==> config.mk <==
export PLATFORM = sky130hd
export DESIGN_NAME = fetch_stage
export DESIGN_NICKNAME = d
export VERILOG_FILES = /design/src/rtl/asip_pkg.sv /design/src/rtl/fetch_stage_if_id_reg.sv /design/src/rtl/fetch_stage.sv
export SDC_FILE = /design/constraint.sdc
export NUM_CORES = 1
export LEC_CHECK = 0
export BUFFER_PORTS_ARGS = -buffer_cell sky130_fd_sc_hd__buf_2
export CAP_MARGIN = 30
export CORE_ASPECT_RATIO = 0.9
export CORE_MARGIN = 5
export CORE_UTILIZATION = 43
export DETAILED_ROUTE_END_ITERATION = 6
export PLACE_DENSITY_LB_ADDON = 0.25
export SLEW_MARGIN = 10
export SYNTH_ARGS = -nofsm -noshare
export SYNTH_HDL_FRONTEND = slang
export SYNTH_SLANG_ARGS = --single-unit
==> constraint.sdc <==
create_clock -name clk -period 14.9 [get_ports clk]
set_input_delay 0 -clock clk [delete_from_list [all_inputs] [get_ports clk]]
set_output_delay 0 -clock clk [all_outputs]
set_load 0.1 [all_outputs]
==> src/rtl/asip_pkg.sv <==
// -----------------------------------------------------------------------------
// asip_pkg
// Shared definitions for the fetch stage and the control unit that decodes
// its IF/ID fields: fetch FSM state encoding, instruction field positions,
// op/inst encodings and the bubble word.
// -----------------------------------------------------------------------------
package asip_pkg;

    typedef enum logic [2:0] {
        S_IDLE,
        S_FETCH,
        S_WAIT,
        S_BLOCKED,
        S_HALT
    } fetch_state_e;

    // Instruction field positions (32-bit instruction word).
    localparam int OP_MSB   = 31;
    localparam int INST_MSB = 29;
    localparam int VF_BIT   = 27;

    // op / inst encodings the fetch stage itself must recognise.
    localparam logic [1:0] OP_SYS    = 2'b00;
    localparam logic [1:0] INST_HALT = 2'b11;
    localparam logic [1:0] OP_NOP    = 2'b01;
    localparam logic [1:0] INST_NOP  = 2'b11;

    // Bubble word: op=01, inst=11 is an unused encoding with no side effects.
    localparam logic [31:0] NOP_INSTR = 32'h7000_0000;

    function automatic logic is_halt(input logic [31:0] instr);
        return (instr[OP_MSB -: 2] == OP_SYS) && (instr[INST_MSB -: 2] == INST_HALT);
    endfunction

endpackage

==> src/rtl/fetch_stage_if_id_reg.sv <==
// -----------------------------------------------------------------------------
// if_id_reg
// IF/ID pipeline register with a one-entry skid buffer.
//   clk, rst        : clock, asynchronous active-high reset
//   stall           : freeze IF/ID; an incoming word is parked in the buffer
//   flush           : load a bubble into IF/ID and discard the buffer
//   in_valid        : a fetched word is being delivered this cycle
//   in_instr, in_pc : the delivered word and its PC
//   id_valid, id_instr, id_pc : IF/ID contents (bubble = NOP word, valid=0)
// Priority: flush > stall > drain buffer > new word > bubble.
// -----------------------------------------------------------------------------
module if_id_reg #(
    parameter int                 ADDR_W    = 32,
    parameter int                 INSTR_W   = 32,
    parameter logic [INSTR_W-1:0] NOP_INSTR = asip_pkg::NOP_INSTR
) (
    input  logic               clk,
    input  logic               rst,
    input  logic               stall,
    input  logic               flush,
    input  logic               in_valid,
    input  logic [INSTR_W-1:0] in_instr,
    input  logic [ADDR_W-1:0]  in_pc,
    output logic               id_valid,
    output logic [INSTR_W-1:0] id_instr,
    output logic [ADDR_W-1:0]  id_pc
);

    logic               id_valid_q,  id_valid_d;
    logic [INSTR_W-1:0] id_instr_q,  id_instr_d;
    logic [ADDR_W-1:0]  id_pc_q,     id_pc_d;
    logic               buf_valid_q, buf_valid_d;
    logic [INSTR_W-1:0] buf_instr_q, buf_instr_d;
    logic [ADDR_W-1:0]  buf_pc_q,    buf_pc_d;

    always_comb begin
        // NOTE: every output of this block gets a default first, so no path
        // leaves a variable unassigned and no latch is inferred.
        id_valid_d  = id_valid_q;
        id_instr_d  = id_instr_q;
        id_pc_d     = id_pc_q;
        buf_valid_d = buf_valid_q;
        buf_instr_d = buf_instr_q;
        buf_pc_d    = buf_pc_q;

        if (flush) begin
            id_valid_d  = 1'b0;
            id_instr_d  = NOP_INSTR;
            buf_valid_d = 1'b0;
        end else if (stall) begin
            // IF/ID frozen; a word arriving now is parked. The fetch FSM never
            // requests while the buffer is full, so this cannot overwrite.
            if (in_valid) begin
                buf_valid_d = 1'b1;
                buf_instr_d = in_instr;
                buf_pc_d    = in_pc;
            end
        end else if (buf_valid_q) begin
            id_valid_d  = 1'b1;
            id_instr_d  = buf_instr_q;
            id_pc_d     = buf_pc_q;
            buf_valid_d = 1'b0;
        end else if (in_valid) begin
            id_valid_d = 1'b1;
            id_instr_d = in_instr;
            id_pc_d    = in_pc;
        end else begin
            // Previous instruction was consumed and nothing replaced it.
            id_valid_d = 1'b0;
            id_instr_d = NOP_INSTR;
        end
    end

    always_ff @(posedge clk or posedge rst) begin
        // NOTE: state registers use non-blocking assignments so every flop
        // samples the pre-edge values regardless of statement order.
        if (rst) begin
            id_valid_q  <= 1'b0;
            id_instr_q  <= NOP_INSTR;
            id_pc_q     <= '0;
            buf_valid_q <= 1'b0;
        end else begin
            id_valid_q  <= id_valid_d;
            id_instr_q  <= id_instr_d;
            id_pc_q     <= id_pc_d;
            buf_valid_q <= buf_valid_d;
        end
    end

    // NOTE: the buffer payload is deliberately left out of reset; it is only
    // ever read while buf_valid_q is set, and buf_valid_q is reset.
    always_ff @(posedge clk) begin
        buf_instr_q <= buf_instr_d;
        buf_pc_q    <= buf_pc_d;
    end

    assign id_valid = id_valid_q;
    assign id_instr = id_instr_q;
    assign id_pc    = id_pc_q;

endmodule

==> src/rtl/fetch_stage.sv <==
// -----------------------------------------------------------------------------
// fetch_stage
// Instruction-fetch stage: owns the PC, drives a req/ack instruction-memory
// port, and holds the IF/ID register whose fields feed the control unit.
//   clk, rst              : clock, asynchronous active-high reset
//   start, start_pc       : leave IDLE/HALT and fetch from start_pc
//   imem_req, imem_addr   : request held until ack; addr equals pc
//   imem_ack, imem_rdata  : one-cycle ack with the fetched word
//   stall                 : downstream hazard, freeze IF/ID
//   br_taken, br_target   : redirect with squash of in-flight fetch
//   id_valid/id_instr/id_pc : IF/ID contents
//   id_op/id_inst/id_vf   : decoded field slices of id_instr
//   halted                : stage is in HALT
// -----------------------------------------------------------------------------
module fetch_stage #(
    parameter int                 ADDR_W    = 32,
    parameter int                 INSTR_W   = 32,
    parameter int                 PC_STEP   = 4,
    parameter logic [INSTR_W-1:0] NOP_INSTR = asip_pkg::NOP_INSTR
) (
    input  logic               clk,
    input  logic               rst,
    input  logic               start,
    input  logic [ADDR_W-1:0]  start_pc,
    output logic               imem_req,
    output logic [ADDR_W-1:0]  imem_addr,
    input  logic               imem_ack,
    input  logic [INSTR_W-1:0] imem_rdata,
    input  logic               stall,
    input  logic               br_taken,
    input  logic [ADDR_W-1:0]  br_target,
    output logic               id_valid,
    output logic [INSTR_W-1:0] id_instr,
    output logic [ADDR_W-1:0]  id_pc,
    output logic [1:0]         id_op,
    output logic [1:0]         id_inst,
    output logic               id_vf,
    output logic               halted
);

    import asip_pkg::*;

    fetch_state_e      state_q, state_d;
    logic [ADDR_W-1:0] pc_q, pc_d;
    logic              squash_q, squash_d;
    logic              req_q, req_d;
    logic              halted_q, halted_d;

    logic fetching;
    logic active;
    logic word_is_halt;
    logic deliver;
    logic flush;

    assign fetching     = (state_q == S_FETCH) || (state_q == S_WAIT);
    assign active       = fetching || (state_q == S_BLOCKED);
    assign word_is_halt = is_halt(imem_rdata);
    // Redirects are only meaningful while the stage is running.
    assign flush        = br_taken && active;
    assign deliver      = fetching && imem_ack && !br_taken && !squash_q && !word_is_halt;

    always_comb begin
        state_d  = state_q;
        pc_d     = pc_q;
        squash_d = squash_q;

        unique case (state_q)
            S_IDLE, S_HALT: begin
                // start wins over a simultaneous br_taken, which is ignored here.
                if (start) begin
                    pc_d    = start_pc;
                    state_d = S_FETCH;
                end
            end
            S_FETCH, S_WAIT: begin
                if (br_taken) begin
                    pc_d = br_target;
                    // The request is already visible to memory in FETCH too, so
                    // a late ack must be discarded; a same-cycle ack is just dropped.
                    squash_d = !imem_ack;
                    state_d  = imem_ack ? S_FETCH : S_WAIT;
                end else if (imem_ack) begin
                    if (squash_q) begin
                        squash_d = 1'b0;
                        state_d  = S_FETCH;
                    end else if (word_is_halt) begin
                        state_d = S_HALT;
                    end else begin
                        pc_d    = pc_q + ADDR_W'(PC_STEP);
                        state_d = stall ? S_BLOCKED : S_FETCH;
                    end
                end else begin
                    state_d = S_WAIT;
                end
            end
            S_BLOCKED: begin
                if (br_taken) begin
                    pc_d    = br_target;
                    state_d = S_FETCH;
                end else if (!stall) begin
                    // Buffer drains into IF/ID on this same edge.
                    state_d = S_FETCH;
                end
            end
            default: state_d = S_IDLE;
        endcase

        req_d    = (state_d == S_FETCH) || (state_d == S_WAIT);
        halted_d = (state_d == S_HALT);
    end

    always_ff @(posedge clk or posedge rst) begin
        if (rst) begin
            state_q  <= S_IDLE;
            pc_q     <= '0;
            squash_q <= 1'b0;
            req_q    <= 1'b0;
            halted_q <= 1'b0;
        end else begin
            state_q  <= state_d;
            pc_q     <= pc_d;
            squash_q <= squash_d;
            req_q    <= req_d;
            halted_q <= halted_d;
        end
    end

    if_id_reg #(
        .ADDR_W   (ADDR_W),
        .INSTR_W  (INSTR_W),
        .NOP_INSTR(NOP_INSTR)
    ) u_if_id (
        .clk     (clk),
        .rst     (rst),
        .stall   (stall),
        .flush   (flush),
        .in_valid(deliver),
        .in_instr(imem_rdata),
        .in_pc   (pc_q),
        .id_valid(id_valid),
        .id_instr(id_instr),
        .id_pc   (id_pc)
    );

    assign imem_req  = req_q;
    assign imem_addr = pc_q;
    assign halted    = halted_q;
    assign id_op     = id_instr[OP_MSB -: 2];
    assign id_inst   = id_instr[INST_MSB -: 2];
    assign id_vf     = id_instr[VF_BIT];

endmodule

==> flow_metrics.py, run 1 <==
metrics = {
    "sta": {
        "hold_viol": 0,
        "finClkSkew_ns": 0.0116,
        "setup_viol_count_final": 0,
        "post-route-min-period_ns": 3.22,
        "worst_slack_ns": 11.68,
        "hold_slack_ns": 0.0161,
        "timing.final.crit_share_pct": 21.6,
        "setup_tns_ns": 0,
        "relSlewSlack_pct": 39.7,
        "maxSlewViolCount": 0,
        "tightest_slew_ns": 0.905,
        "rsz0062_at_grt": "no",
        "fmax_mhz": 311,
    },
    "die": {
        "ioPinCount": 206,
        "num_rows": 46,
        "core_sq_mm": 0.0177,
        "start_util_pct": 43.9,
        "dieArea_sq_mm": 0.0209,
        "die_y_um": 138,
        "fp.dieW_um": 152,
    },
    "global_route": {
        "grt_pass1_vias": 6816,
        "gr-usage-all-layers_pct": 22.3,
        "grt_overflow_total": 0,
        "grt_pass1_wl_um": 36000,
        "use_met2_pct": 36.0,
        "grt_util_met3_pct": 5.00,
        "antenna_found_initial": 1,
        "grt_busiest_layer": "met2",
        "grt_max_degree": 73,
        "grt_use_met1_pct": 29.8,
    },
    "yosys": {
        "synth.distinct_cells": 52,
        "synth-seq-cells": 168,
        "async_reset_ff_share_pct": 61.9,
        "syn_nets": 742,
        "yosysSeqAreaShare_pct": 58.2,
        "synth_edf_count": 64,
        "ys.flop_type": "dfrtp_1",
        "synth_warnings": 0,
        "synth_cells": 639,
        "syn_area_sq_mm": 0.00778,
        "synth.avg_cell_area_sq_um": 12.2,
    },
    "final_layout": {
        "nFillCells": 1493,
        "area_growth_pct": 35.3,
        "register_area_sq_mm": 0.00453,
        "final_cell_mix": "buf_2, dfrtp_1, dlygate4sd3_1, edfxtp_1, a22o_1",
        "multi_input_area_sq_mm": 0.00295,
        "final_common_cell": "buf_2",
        "fin_nets": 1022,
        "drive_gt1_share_pct": 34.5,
    },
    "outcome": {
        "run_status": "complete, no violations",
    },
    "clock_tree": {
        "htreeDepth": 4,
        "cts_tree": "done",
        "clkTransAtPathRegs_ns": 0.07,
        "numCtsBuffers": 17,
        "cts_sinks": 168,
        "clkLatencyLatePin_ns": 0.42,
        "post-cts-setup-buffers": 0,
        "cts.path.max_buffers": 2,
        "cts.root.buffer_cell": "clkbuf_16",
    },
    "placement": {
        "portBuffers": 205,
        "dp_slack_ns": 12.11,
        "place_hpwl_um": 15000,
        "place_congestion": 0.854,
    },
    "critical_path": {
        "max_stage_delay_ns": 0.69,
        "path_max_fanout": 20,
        "start_kind": "register",
        "cp_slowest_cell": "o21ai_2",
        "crit_path_cell_trace": "o21ai_2, buf_4, o21a_1, o21ai_0, o22ai_1, dlygate4sd3_1",
        "crit_arrival_ns": 3.57,
        "end_kind": "register",
        "crit_required_ns": 15.25,
        "critical_path_class": "register to register",
    },
    "drt": {
        "wl_per_cell_um": 19.7,
        "route.detailed.drc": 0,
        "vias": 6623,
        "wl_um": 23100,
        "first_iter_violations": 499,
        "via_per_inst": 5.65,
        "antenna_left": 0,
        "firstDrtPassIters": 5,
    },
    "power_and_ir_drop": {
        "power.density_mw_per_mm2": 251,
        "vdd_drop_max_mv": 0.128,
        "p_total_w": 0.00264,
        "leakagePower_nw": 4.45,
    },
    "run": {
        "drv_cap": 0,
    },
    "hold_path": {
        "min_path_type": "input pin to register",
    },
}
## path summary, 6_finish.rpt
kind | from | endpoint | slack, ns | depth (start not counted)
worst max-delay path | state_q[1] | imem_addr[24] | 11.68 | 6
worst min-delay path | br_target[30] | imem_addr[30] | 0.02 | 4
worst max register to register | state_q[1] | imem_addr[24] | 11.68 | 6
worst min register to register | u_if_id.id_valid | u_if_id.id_valid | 0.49 | 1
max in group asynchronous | rst | imem_addr[3] | 13.43 | 4
min in group asynchronous | rst | u_if_id.id_instr[27] | 0.18 | 3
## cells by family after synthesis
logic type | share of synthesized area [%]
AO/OA/AOI/OAI | 18.5
flip-flops | 58.2
AND/OR/NAND/NOR | 9.35
multiplexers | 8.93
buffers and inverters | 4.17
XOR/XNOR | 0.563
adder cells (fa/ha/maj) | 0.290
## report_power, final
part / leakage (nW) / switching [W] / internal [W]
clock network: 0.277 / 0.000187 / 0.000253
registers: 1.88 / 0.000143 / 0.000611
logic: 2.29 / 0.00108 / 0.000368
total: 4.45 / 0.00141 / 0.00123
## critical path: cells and delay by family, from the launching register on
| kind | cells | cell delay [ns] |
|---|---|---|
| compound gates | 4 | 1.69 |
| buf+inv | 2 | 0.96 |
| flops | 1 | 0.50 |
## sequential cells by signal, summed over array words and instances (netlist names), 3 cells and up
register             cells
imem_addr               32
u_if_id.buf_instr_q     32
u_if_id.buf_pc_q        32
u_if_id.id_instr        32
u_if_id.id_pc           32
state_q                  3
## metal layers
layer	routed length, um	vias up
met5	0	-
met2	11200	277
li1	-	3022
met3	1510	54
met1	9810	3270
met4	585	0
## synth_stat cells (11+ instances only)
master	n	area, sq um
a21oi_1	23	115
a22o_1	60	526
a31oi_1	18	113
clkbuf_1	26	97.6
dfrtp_1	101	2530
edfxtp_1	64	1920
mux2_2	59	664
nand2_1	31	116
nor2_1	22	82.6
nor3_1	13	65.1
o21ai_0	53	265
or3_1	11	68.8
## final cells by class
type / instances / share of cell area, %
clock buffers: 19 / 4.21
multi-input cells: 410 / 28.1
diodes: 1 / 0.0238
well taps: 240 / 2.85
repair buffers: 312 / 20.0
inverters: 10 / 0.381
flip-flops and latches: 168 / 43.1
clock inverters: 13 / 1.37
## through the flow
stage,cell area (sq um),utilization [%],std cells
6_report,10500,59.4,1173
5_1_grt,10500,59.4,1173
4_1_cts,10500,59.2,1171
3_5_place_dp,8960,50.6,1044
3_3_place_gp,8910,50.3,1041
2_1_floorplan,7780,-,639
## repair_timing
action | in CTS | in global routing
hold buffers | 95 | 0
resized for setup | 0 | 0
hold endpoints to repair | 138 | 0
(Power assumes the default switching activity.)
==> run 2, diff against run 1 <==
--- a/config.mk
+++ b/config.mk
@@ -5,6 +5,7 @@
 export SDC_FILE = /design/constraint.sdc
 export NUM_CORES = 1
 export LEC_CHECK = 0
+export ABC_AREA = 1
 export BUFFER_PORTS_ARGS = -buffer_cell sky130_fd_sc_hd__buf_2
 export CAP_MARGIN = 30
 export CORE_ASPECT_RATIO = 0.9
==> constraint.sdc (replaced) <==
create_clock -name clk -period 3.05 [get_ports clk]
set_input_delay 0 -clock clk [delete_from_list [all_inputs] [get_ports clk]]
set_output_delay 0 -clock clk [all_outputs]
set_load 0.1 [all_outputs]
==> flow_metrics.py, run 2 <==
metrics = {
    "outcome": {
        "run_status": "complete, no violations",
    },
    "clock_tree": {
        "numCtsBuffers": 17,
        "htreeDepth": 4,
        "clkLatencyLatePin_ns": 0.44,
        "postCtsResizedCells": 0,
        "cts.path.max_buffers": 2,
        "cts.root.buffer_cell": "clkbuf_16",
        "cts_sinks": 168,
        "clkTransAtPathRegs_ns": 0.07,
        "cts_tree": "done",
    },
    "power_and_ir_drop": {
        "p_switching_w": 0.00727,
        "vdd_drop_max_mv": 0.676,
        "power.density_mw_per_mm2": 1190,
        "intPower_w": 0.00580,
        "power_frac_clock_pct": 16.8,
        "combPwrFrac_pct": 56.2,
        "switching_share_pct": 55.6,
        "leakagePower_nw": 5.44,
        "p_seq_share_pct": 27.0,
    },
    "final_layout": {
        "drive_gt1_share_pct": 21.0,
        "fin_nets": 1389,
        "area_growth_pct": 35.3,
        "final_cell_mix": "nand2_1, buf_2, dfrtp_1, dlygate4sd3_1, nor2_1",
        "final_common_cell": "nand2_1",
        "nFillCells": 1692,
    },
    "yosys": {
        "synth_cells": 993,
        "synth_top_area_share_pct": 31.2,
        "synth.area.mux_share_pct": 0.371,
        "syn_area_sq_mm": 0.00810,
        "synth-seq-cells": 168,
        "yosysMostFrequentCell": "nand2_1",
        "syn_nets": 1096,
        "synth_top_area_cell": "dfrtp_1",
        "ys.flop_type": "dfrtp_1",
        "synthAdderAreaFrac_pct": 0.155,
        "synth_compound_area_share_pct": 9.81,
        "synth.distinct_cells": 31,
        "synth_top_cells_by_count": "nand2_1, dfrtp_1, nor2_1, edfxtp_1, o21ai_0",
        "synth_edf_count": 64,
        "synth_xor_area_share_pct": 0.216,
        "synth_top_family_by_area": "simple AND/OR/NAND/NOR gates",
        "async_reset_ff_share_pct": 61.9,
        "synth.avg_cell_area_sq_um": 8.15,
        "yosysSeqAreaShare_pct": 55.9,
        "synthSimpleGateAreaFrac_pct": 28.0,
        "synth_warnings": 0,
        "synth_area_leaders": "dfrtp_1, edfxtp_1, nand2_1",
    },
    "critical_path": {
        "start_kind": "register",
        "crit_arrival_ns": 2.94,
        "crit_family": "buffers and inverters",
        "end_kind": "register",
        "max_stage_delay_ns": 0.54,
        "crit_required_ns": 3.35,
        "path_buf_inv": 3,
        "cp_slowest_cell": "dlygate4sd3_1",
        "crit_path_cell_trace": "nor2_1, nor2_4, nand2_2, nor2_4, buf_4, nand2_1, nand2_2, buf_4, nor2_1, nand2_1, dlygate4sd3_1, o21ai_0",
        "path_max_fanout": 35,
        "critical_path_class": "register to register",
    },
    "die": {
        "start_util_pct": 43.9,
        "dieArea_sq_mm": 0.0217,
        "ioPinCount": 206,
        "num_rows": 47,
        "core_sq_mm": 0.0185,
        "fp.dieW_um": 155,
        "die_y_um": 140,
    },
    "placement": {
        "place_hpwl_um": 16600,
        "portBuffers": 205,
        "place_congestion": 0.951,
    },
    "sta": {
        "setup_tns_ns": 0,
        "fmax_mhz": 379,
        "tightest_slew_ns": 0.740,
        "post-route-min-period_ns": 2.64,
        "rsz0062_at_grt": "no",
        "relSlewSlack_pct": 50.7,
        "finClkSkew_ns": 0.0115,
        "hold_slack_ns": 0.0366,
        "timing.final.crit_share_pct": 86.6,
        "setup_viol_count_final": 0,
        "hold_viol": 0,
        "maxSlewViolCount": 0,
    },
    "global_route": {
        "grt_use_met1_pct": 31.5,
        "gr-usage-all-layers_pct": 22.4,
        "antenna_found_initial": 1,
        "grt_util_met3_pct": 4.19,
        "grt_overflow_total": 0,
        "grt_pass1_vias": 7334,
        "use_met2_pct": 35.3,
        "grt_pass1_wl_um": 38800,
        "grt_busiest_layer": "met2",
        "grt_max_degree": 62,
    },
    "drt": {
        "antenna_left": 0,
        "wl_um": 24600,
        "vias": 7719,
        "first_iter_violations": 614,
        "route.detailed.drc": 0,
        "via_per_inst": 5.00,
        "firstDrtPassIters": 5,
        "wl_per_cell_um": 16.0,
    },
    "hold_path": {
        "min_path_type": "input pin to register",
    },
    "run": {
        "drv_cap": 0,
    },
}
## run 2: timing repair
action                                  4_1_cts  5_1_grt
buffers inserted                              0        4
hold buffers                                 98        0
hold endpoints to repair                    150        0
endpoints found under the setup margin        0       14
## run 2: cells by family after synthesis
family / after synthesis
AO/OA/AOI/OAI: 136
AND/OR/NAND/NOR: 576
XOR/XNOR: 2
multiplexers: 3
flip-flops: 168
adder cells (fa/ha/maj): 1
buffers and inverters: 107
## run 2: final timing paths
path	from	end	slack, ns	cells past startpoint
worst max register to register	state_q[1]	imem_addr[18]	0.41	12
min in group asynchronous	rst	u_if_id.id_instr[12]	0.24	3
worst min register to register	u_if_id.id_pc[18]	u_if_id.id_pc[18]	0.47	2
worst max-delay path	state_q[1]	imem_addr[18]	0.41	12
max in group asynchronous	rst	imem_addr[16]	1.96	4
worst min-delay path	br_target[30]	imem_addr[30]	0.04	5
## run 2: layout make-up
cell class,instances,area [sq um],share of cell area (%)
diodes,1,2.50,0.0228
flip-flops and latches,168,4530,41.3
clock buffers,17,425,3.88
repair buffers,323,2170,19.8
inverters,58,220,2.01
multi-input cells,718,3130,28.6
clock inverters,15,174,1.59
well taps,245,307,2.80
## run 2: worst reg2reg max path: cells and delay by family, from the launching register on
family          cells  cell delay, ns
compound gates      1            0.08
buf+inv             3            1.24
flops               1            0.34
simple gates        8            0.84
## run 2: metal layers
layer  routed length [um]  vias up
li1                     -     3796
met4                  558        0
met1                11000     3579
met3                 1600       41
met2                11500      303
met5                    0        -
## run 2: through the flow
step / worst slack (ns) / total power (W) / instance area, sq um / utilization, % / instances
final: 0.408 / 0.0131 / 11000 / 59.4 / 1545
after global routing: 0.189 / 0.0137 / 11000 / 59.4 / 1545
after CTS: 0.144 / 0.0130 / 10900 / 59.2 / 1540
after detailed placement: 0.697 / 0.0103 / 9350 / 50.6 / 1410
after global placement: 0.794 / 0.0102 / 9350 / 50.6 / 1410
after floorplan: 0.121 / 0.00884 / 8110 / - / 993
## run 2: power by group through the flow
stage | clock, W | sequential, W | combinational [W]
4_1_cts | 0.00222 | 0.00352 | 0.00726
5_1_grt | 0.00231 | 0.00360 | 0.00780
3_5_place_dp | 0 | 0.00356 | 0.00675
6_report | 0.00219 | 0.00353 | 0.00735
3_3_place_gp | 0 | 0.00355 | 0.00669
2_1_floorplan | 0 | 0.00667 | 0.00216
